--- src/rtl/fetch_sequencer_if.sv ---
// Instruction-memory request/acknowledge bus between the fetch sequencer
// (master) and the instruction memory (slave).
interface fetch_sequencer_if #(
  parameter int width = 32
) ();
  logic             imem_req;
  logic [width-1:0] imem_addr;
  logic             imem_ack;
  logic [width-1:0] imem_rdata;

  modport master (
    output imem_req,
    output imem_addr,
    input  imem_ack,
    input  imem_rdata
  );

  modport slave (
    input  imem_req,
    input  imem_addr,
    output imem_ack,
    output imem_rdata
  );
endinterface

--- src/rtl/fetch_sequencer.sv ---
// Instruction-fetch controller: owns the PC, fetches one instruction per
// request/ack handshake, presents it for exactly one EXEC cycle, and
// provides run/step control, a sticky fetch timeout and a retire counter.
module fetch_sequencer #(
  parameter int               width        = 32,
  parameter logic [width-1:0] RESET_VECTOR = '0,
  parameter int               TIMEOUT      = 16
) (
  input  logic              clk,
  input  logic              rst,
  input  logic              run,
  input  logic              step,
  fetch_sequencer_if.master imem,
  input  logic              Jump,
  input  logic              PCSrc,
  input  logic [width-1:0]  PCBranch,
  output logic [width-1:0]  PC,
  output logic [width-1:0]  PCPlus4,
  output logic [width-1:0]  Instr,
  output logic              instr_valid,
  output logic              fetch_err,
  output logic [31:0]       retire_cnt
);

  typedef enum logic [1:0] {IDLE, FETCH, EXEC, ERR} state_t;

  localparam int cnt_w = $clog2(TIMEOUT + 1);
  localparam logic [cnt_w-1:0] last_wait = cnt_w'(TIMEOUT - 1);

  state_t           state, state_next;
  logic             single;
  logic [cnt_w-1:0] tmo_cnt;
  logic [width-1:0] pc_next;
  logic [width-1:0] jump_target;

  // Outputs come from registered state only, so no input reaches them
  // combinationally.
  assign PCPlus4        = PC + width'(4);
  assign imem.imem_req  = (state == FETCH);
  assign imem.imem_addr = PC;
  assign instr_valid    = (state == EXEC);
  assign fetch_err      = (state == ERR);

  assign jump_target = {PCPlus4[width-1:28], Instr[25:0], 2'b00};

  // Next-PC selection: jump beats branch beats sequential.
  always_comb begin
    pc_next = PCPlus4;
    if (Jump)       pc_next = jump_target;
    else if (PCSrc) pc_next = PCBranch;
  end

  // Next-state logic for the IDLE/FETCH/EXEC/ERR controller.
  always_comb begin
    // NOTE: default first so every path assigns state_next and no latch is inferred.
    state_next = state;
    unique case (state)
      IDLE:  if (run || step) state_next = FETCH;
      FETCH: begin
        // An ack in the final allowed cycle still wins over the timeout.
        if (imem.imem_ack)           state_next = EXEC;
        else if (tmo_cnt == last_wait) state_next = ERR;
      end
      EXEC:  state_next = (run && !single) ? FETCH : IDLE;
      ERR:   state_next = ERR;
      default: state_next = IDLE;
    endcase
  end

  // State register plus the PC, instruction latch, timeout and retire counters.
  always_ff @(posedge clk) begin
    // NOTE: non-blocking assignments keep every register sampling pre-edge values.
    if (rst) begin
      state      <= IDLE;
      PC         <= RESET_VECTOR;
      Instr      <= '0;
      retire_cnt <= '0;
      single     <= 1'b0;
      tmo_cnt    <= '0;
    end else begin
      state <= state_next;
      unique case (state)
        IDLE: begin
          // run has priority; a step alone marks this as a one-shot fetch.
          if (!run && step) single <= 1'b1;
        end
        FETCH: begin
          if (imem.imem_ack) begin
            Instr   <= imem.imem_rdata;
            tmo_cnt <= '0;
          end else begin
            tmo_cnt <= tmo_cnt + 1'b1;
          end
        end
        EXEC: begin
          PC         <= pc_next;
          retire_cnt <= retire_cnt + 32'd1;
          single     <= 1'b0;
        end
        ERR: ;
        default: ;
      endcase
    end
  end

endmodule

--- src/flat_wrapper.sv ---
// flat-port wrapper written by rule: the top's interface ports become plain ports
module fetch_sequencer_flat 
#(
  parameter int               width        = 32,
  parameter logic [width-1:0] RESET_VECTOR = '0,
  parameter int               TIMEOUT      = 16
)
  (clk, rst, run, step, Jump, PCSrc, PCBranch, PC, PCPlus4, Instr, instr_valid, fetch_err, retire_cnt, imem_imem_req, imem_imem_addr, imem_imem_ack, imem_imem_rdata);
  fetch_sequencer_if #(.width(width)) imem_i ();
  input  logic clk;
  input  logic rst;
  input  logic run;
  input  logic step;
  input  logic Jump;
  input  logic PCSrc;
  input  logic [width-1:0] PCBranch;
  output logic [width-1:0] PC;
  output logic [width-1:0] PCPlus4;
  output logic [width-1:0] Instr;
  output logic instr_valid;
  output logic fetch_err;
  output logic [31:0] retire_cnt;
  output wire logic [$bits(imem_i.imem_req)-1:0] imem_imem_req;
  output wire logic [$bits(imem_i.imem_addr)-1:0] imem_imem_addr;
  input wire logic [$bits(imem_i.imem_ack)-1:0] imem_imem_ack;
  input wire logic [$bits(imem_i.imem_rdata)-1:0] imem_imem_rdata;
  assign imem_imem_req = imem_i.imem_req;
  assign imem_imem_addr = imem_i.imem_addr;
  assign imem_i.imem_ack = imem_imem_ack;
  assign imem_i.imem_rdata = imem_imem_rdata;
  fetch_sequencer #(.width(width), .RESET_VECTOR(RESET_VECTOR), .TIMEOUT(TIMEOUT)) u_core (.clk(clk), .rst(rst), .run(run), .step(step), .imem(imem_i), .Jump(Jump), .PCSrc(PCSrc), .PCBranch(PCBranch), .PC(PC), .PCPlus4(PCPlus4), .Instr(Instr), .instr_valid(instr_valid), .fetch_err(fetch_err), .retire_cnt(retire_cnt));
endmodule
--- config.mk ---
export PLATFORM = sky130hd
export DESIGN_NAME = fetch_sequencer_flat
export DESIGN_NICKNAME = d
export VERILOG_FILES = /design/src/rtl/fetch_sequencer_if.sv /design/src/rtl/fetch_sequencer.sv /design/src/flat_wrapper.sv
export SDC_FILE = /design/constraint.sdc
export NUM_CORES = 1
export LEC_CHECK = 0
export CAP_MARGIN = 40
export CORE_ASPECT_RATIO = 0.75
export CORE_MARGIN = 5
export CORE_UTILIZATION = 47
export DETAILED_ROUTE_END_ITERATION = 10
export GPL_TIMING_DRIVEN = 1
export PLACE_DENSITY = 0.95
export SYNTH_ARGS = -nofsm -noshare
export SYNTH_HDL_FRONTEND = slang
export SYNTH_SLANG_ARGS = --single-unit
--- constraint.sdc ---
create_clock -name clk -period 4.1 [get_ports clk]
set_input_delay 0.615 -clock clk [delete_from_list [all_inputs] [get_ports clk]]
set_output_delay 0.615 -clock clk [all_outputs]
set_load 0.02 [all_outputs]
==> impl_metrics.env <==
export IMPL_drv_cap=0
export IMPL_netlist_area_leader_share=0.369
export IMPL_ir_drop_uv=183
export IMPL_required_ps=3480
export IMPL_skew_ps=11.1
export IMPL_tightest_slew_ps=794
export IMPL_seqPwrFrac=0.457
export IMPL_place_congestion=0.903
export IMPL_p_int_mw=1.72
export IMPL_cts_setup_buffers=0
export IMPL_drtIter0Drc=674
export IMPL_grt_overflow_total=0
export IMPL_avgSynthCellArea_um2=7.74
export IMPL_hpwl_mm=14.8
export IMPL_dp_slack_ps=796
export IMPL_setup_violations=0
export IMPL_setup_tns_ps=0
export IMPL_yosysUniqueCellTypes=57
export IMPL_cp_start_kind="flip-flop"
export IMPL_nFillCells=910
export IMPL_hold_viol=0
export IMPL_syn_area_um2=5650
export IMPL_slew_viol_final=0
export IMPL_drt_first_pass_iters=5
export IMPL_p_leak_nw=2.78
export IMPL_seq_area_frac_synth=0.369
export IMPL_yosys_warnings=0
export IMPL_fp_row_count=34
export IMPL_drtAntennaViolNets=0
export IMPL_grt_pass1_vias=5603
export IMPL_synth_seq_cells=104
export IMPL_post_route_drc_count=0
export IMPL_ys_top_cells_by_count="nand2_1 (112), dfxtp_1 (104), nor2_1 (73), a21oi_1 (64)"
export IMPL_clk_latency_ps=350
export IMPL_powerDensity_nw_per_um2=292
export IMPL_syn_nets=805
export IMPL_synth_cells=730
export IMPL_clkSlewWorstSetupHoldPaths_ps=70
export IMPL_endpoint_kind="primary output"
export IMPL_post_route_util=0.695
export IMPL_finalInstanceArea_um2=8130
export IMPL_crit_type="flip-flop to primary output"
export IMPL_avgViaCountPerCell=5.70
export IMPL_p_sw_frac=0.277
export IMPL_vias=6093
export IMPL_die_h_um=105
export IMPL_grt_pass1_wl_mm=29.6
export IMPL_reg2reg_slack_ps=1310
export IMPL_pin_count=234
export IMPL_coreArea_um2=11700
export IMPL_power_frac_comb=0.167
export IMPL_synth_most_common_cell="nand2_1"
export IMPL_routed_wirelength_mm=19.5
export IMPL_cts_tree="yes"
export IMPL_synth_largest_area_cell="dfxtp_1"
export IMPL_fin_crit_sh=0.911
export IMPL_synthFlopType="dfxtp_1"
export IMPL_cts_path_max_buffers=2
export IMPL_synthToLayoutAreaGrowth_pct=43.9
export IMPL_hold_slack_ps=455
export IMPL_clkPwrFrac=0.376
export IMPL_grt_max_degree=72
export IMPL_root_buffer="clkbuf_16"
export IMPL_port_buffers=233
export IMPL_layout_drive_gt1_share=0.0518
export IMPL_hold_class="flip-flop to flip-flop"
export IMPL_status="finished, final reports clean"
export IMPL_num_nets_final=977
export IMPL_placed_area_um2=7820
export IMPL_dieArea_um2=14300
export IMPL_crit_fanout=12
export IMPL_start_util=0.483
export IMPL_die_w_um=137
export IMPL_setup_slack_ps=366
export IMPL_antenna_cells=0
export IMPL_ys_top_cells_by_area="dfxtp_1 (37%), nand2_1 (7.4%), a21oi_1 (5.7%), nor2_1 (4.9%), buf_4 (4.5%)"
export IMPL_clock_sinks=104
export IMPL_slew_headroom=0.471
export IMPL_p_switching_mw=0.659
export IMPL_max_freq_ghz=0.268
export IMPL_numCtsBuffers=9
export IMPL_postCtsHoldBufs=0
export IMPL_arrival_ps=3120
export IMPL_fin_crit_ps=3730
export IMPL_htreeDepth=3
export IMPL_wl_per_cell_um=18.2
export IMPL_synthArstFlopShare=0
export IMPL_grt_setup_unrepaired="false"
export IMPL_grt_usage=0.259
export IMPL_ctsResizeCount=0
export IMPL_antenna_found_initial=0
export IMPL_synth_edf_count=0
-- power groups by stage --
stage               Clock, mW  Sequential [mW]  Combinational, mW
floorplan                   0             1.12              0.178
global placement            0             1.10              0.388
detailed placement          0             1.11              0.397
CTS                     0.906             1.08              0.398
global route            0.946             1.09              0.422
finish                  0.894             1.09              0.397
-- cells in the final DEF, fill, tap and decap left out, types with 3 or more instances in the layout --
master and count:
nor2_1 73, nor3_1 23, nand3_1 32, a2111oi_0 3, a221o_1 12, clkdlybuf4s50_1 232
and3_1 13, inv_1 14, ha_1 4, and4_1 4, xor2_1 18, nand4_1 19
dfxtp_1 104, nand3b_1 3, xnor2_1 28, o21ai_0 21, a31oi_1 4, a211oi_1 10
or3_1 6, nand2b_1 4, a221oi_1 9, a21oi_1 64, mux2i_1 4, clkbuf_16 9
nor4_1 14, nand2_1 112, or2_2 6, buf_4 11
-- logic make-up after synthesis --
group | share of synthesized area
AND/OR/NAND/NOR | 0.284
AO/OA/AOI/OAI | 0.164
flip-flops | 0.369
buffers and inverters | 0.0919
XOR/XNOR | 0.0713
multiplexers | 0.0111
adder cells (fa/ha/maj) | 0.00886
-- layer usage --
metal | wire [um] | share of wire | up-vias | GRT usage
met5 | 0 | 0 | - | 0
met4 | 758 | 0.039 | 0 | 0.109
met3 | 1840 | 0.094 | 57 | 0.0639
met2 | 9000 | 0.46 | 337 | 0.415
met1 | 7910 | 0.41 | 2825 | 0.331
li1 | - | - | 2874 | -
-- registers in the layout (all words and copies together), names as in the netlist --
name / count
u_core.Instr: 32
u_core.PC: 32
u_core.retire_cnt: 32
u_core.tmo_cnt: 5
u_core.state: 2
u_core.single: 1
-- worst max-delay path, stage by stage (launching register included) --
cell and delay, ps:
dfxtp_1 490, nand3_1 470, or3_1 650, o31a_1 330, or2_2 290, clkdlybuf4s50_1 540
-- path summary, 6_finish.rpt --
| path | from | to | cells past startpoint |
|---|---|---|---|
| setup / recovery | u_core.PC[5] | PCPlus4[24] | 5 |
| hold / removal | u_core.Instr[27] | u_core.Instr[27] | 2 |
| setup reg to reg | u_core.state[1] | u_core.retire_cnt[31] | 7 |
| hold reg to reg | u_core.Instr[27] | u_core.Instr[27] | 2 |
-- area by class of cell --
type / instances / area [um^2] / share of cell area
Multi-Input combinational cell: 527 / 3050 / 0.375
Tap cell: 162 / 203 / 0.0249
Timing Repair Buffer: 245 / 2430 / 0.299
Inverter: 15 / 56.3 / 0.00693
Clock inverter: 6 / 75.1 / 0.00924
Sequential cell: 104 / 2080 / 0.256
Clock buffer: 10 / 229 / 0.0282
-- stage by stage --
step                      total power, mW  std cells
after floorplan                      1.30        730
after global placement               1.49       1051
after detailed placement             1.50       1053
after CTS                            2.39       1069
after global routing                 2.46       1069
final                                2.38       1069
Power figures use the tool's default switching activity.
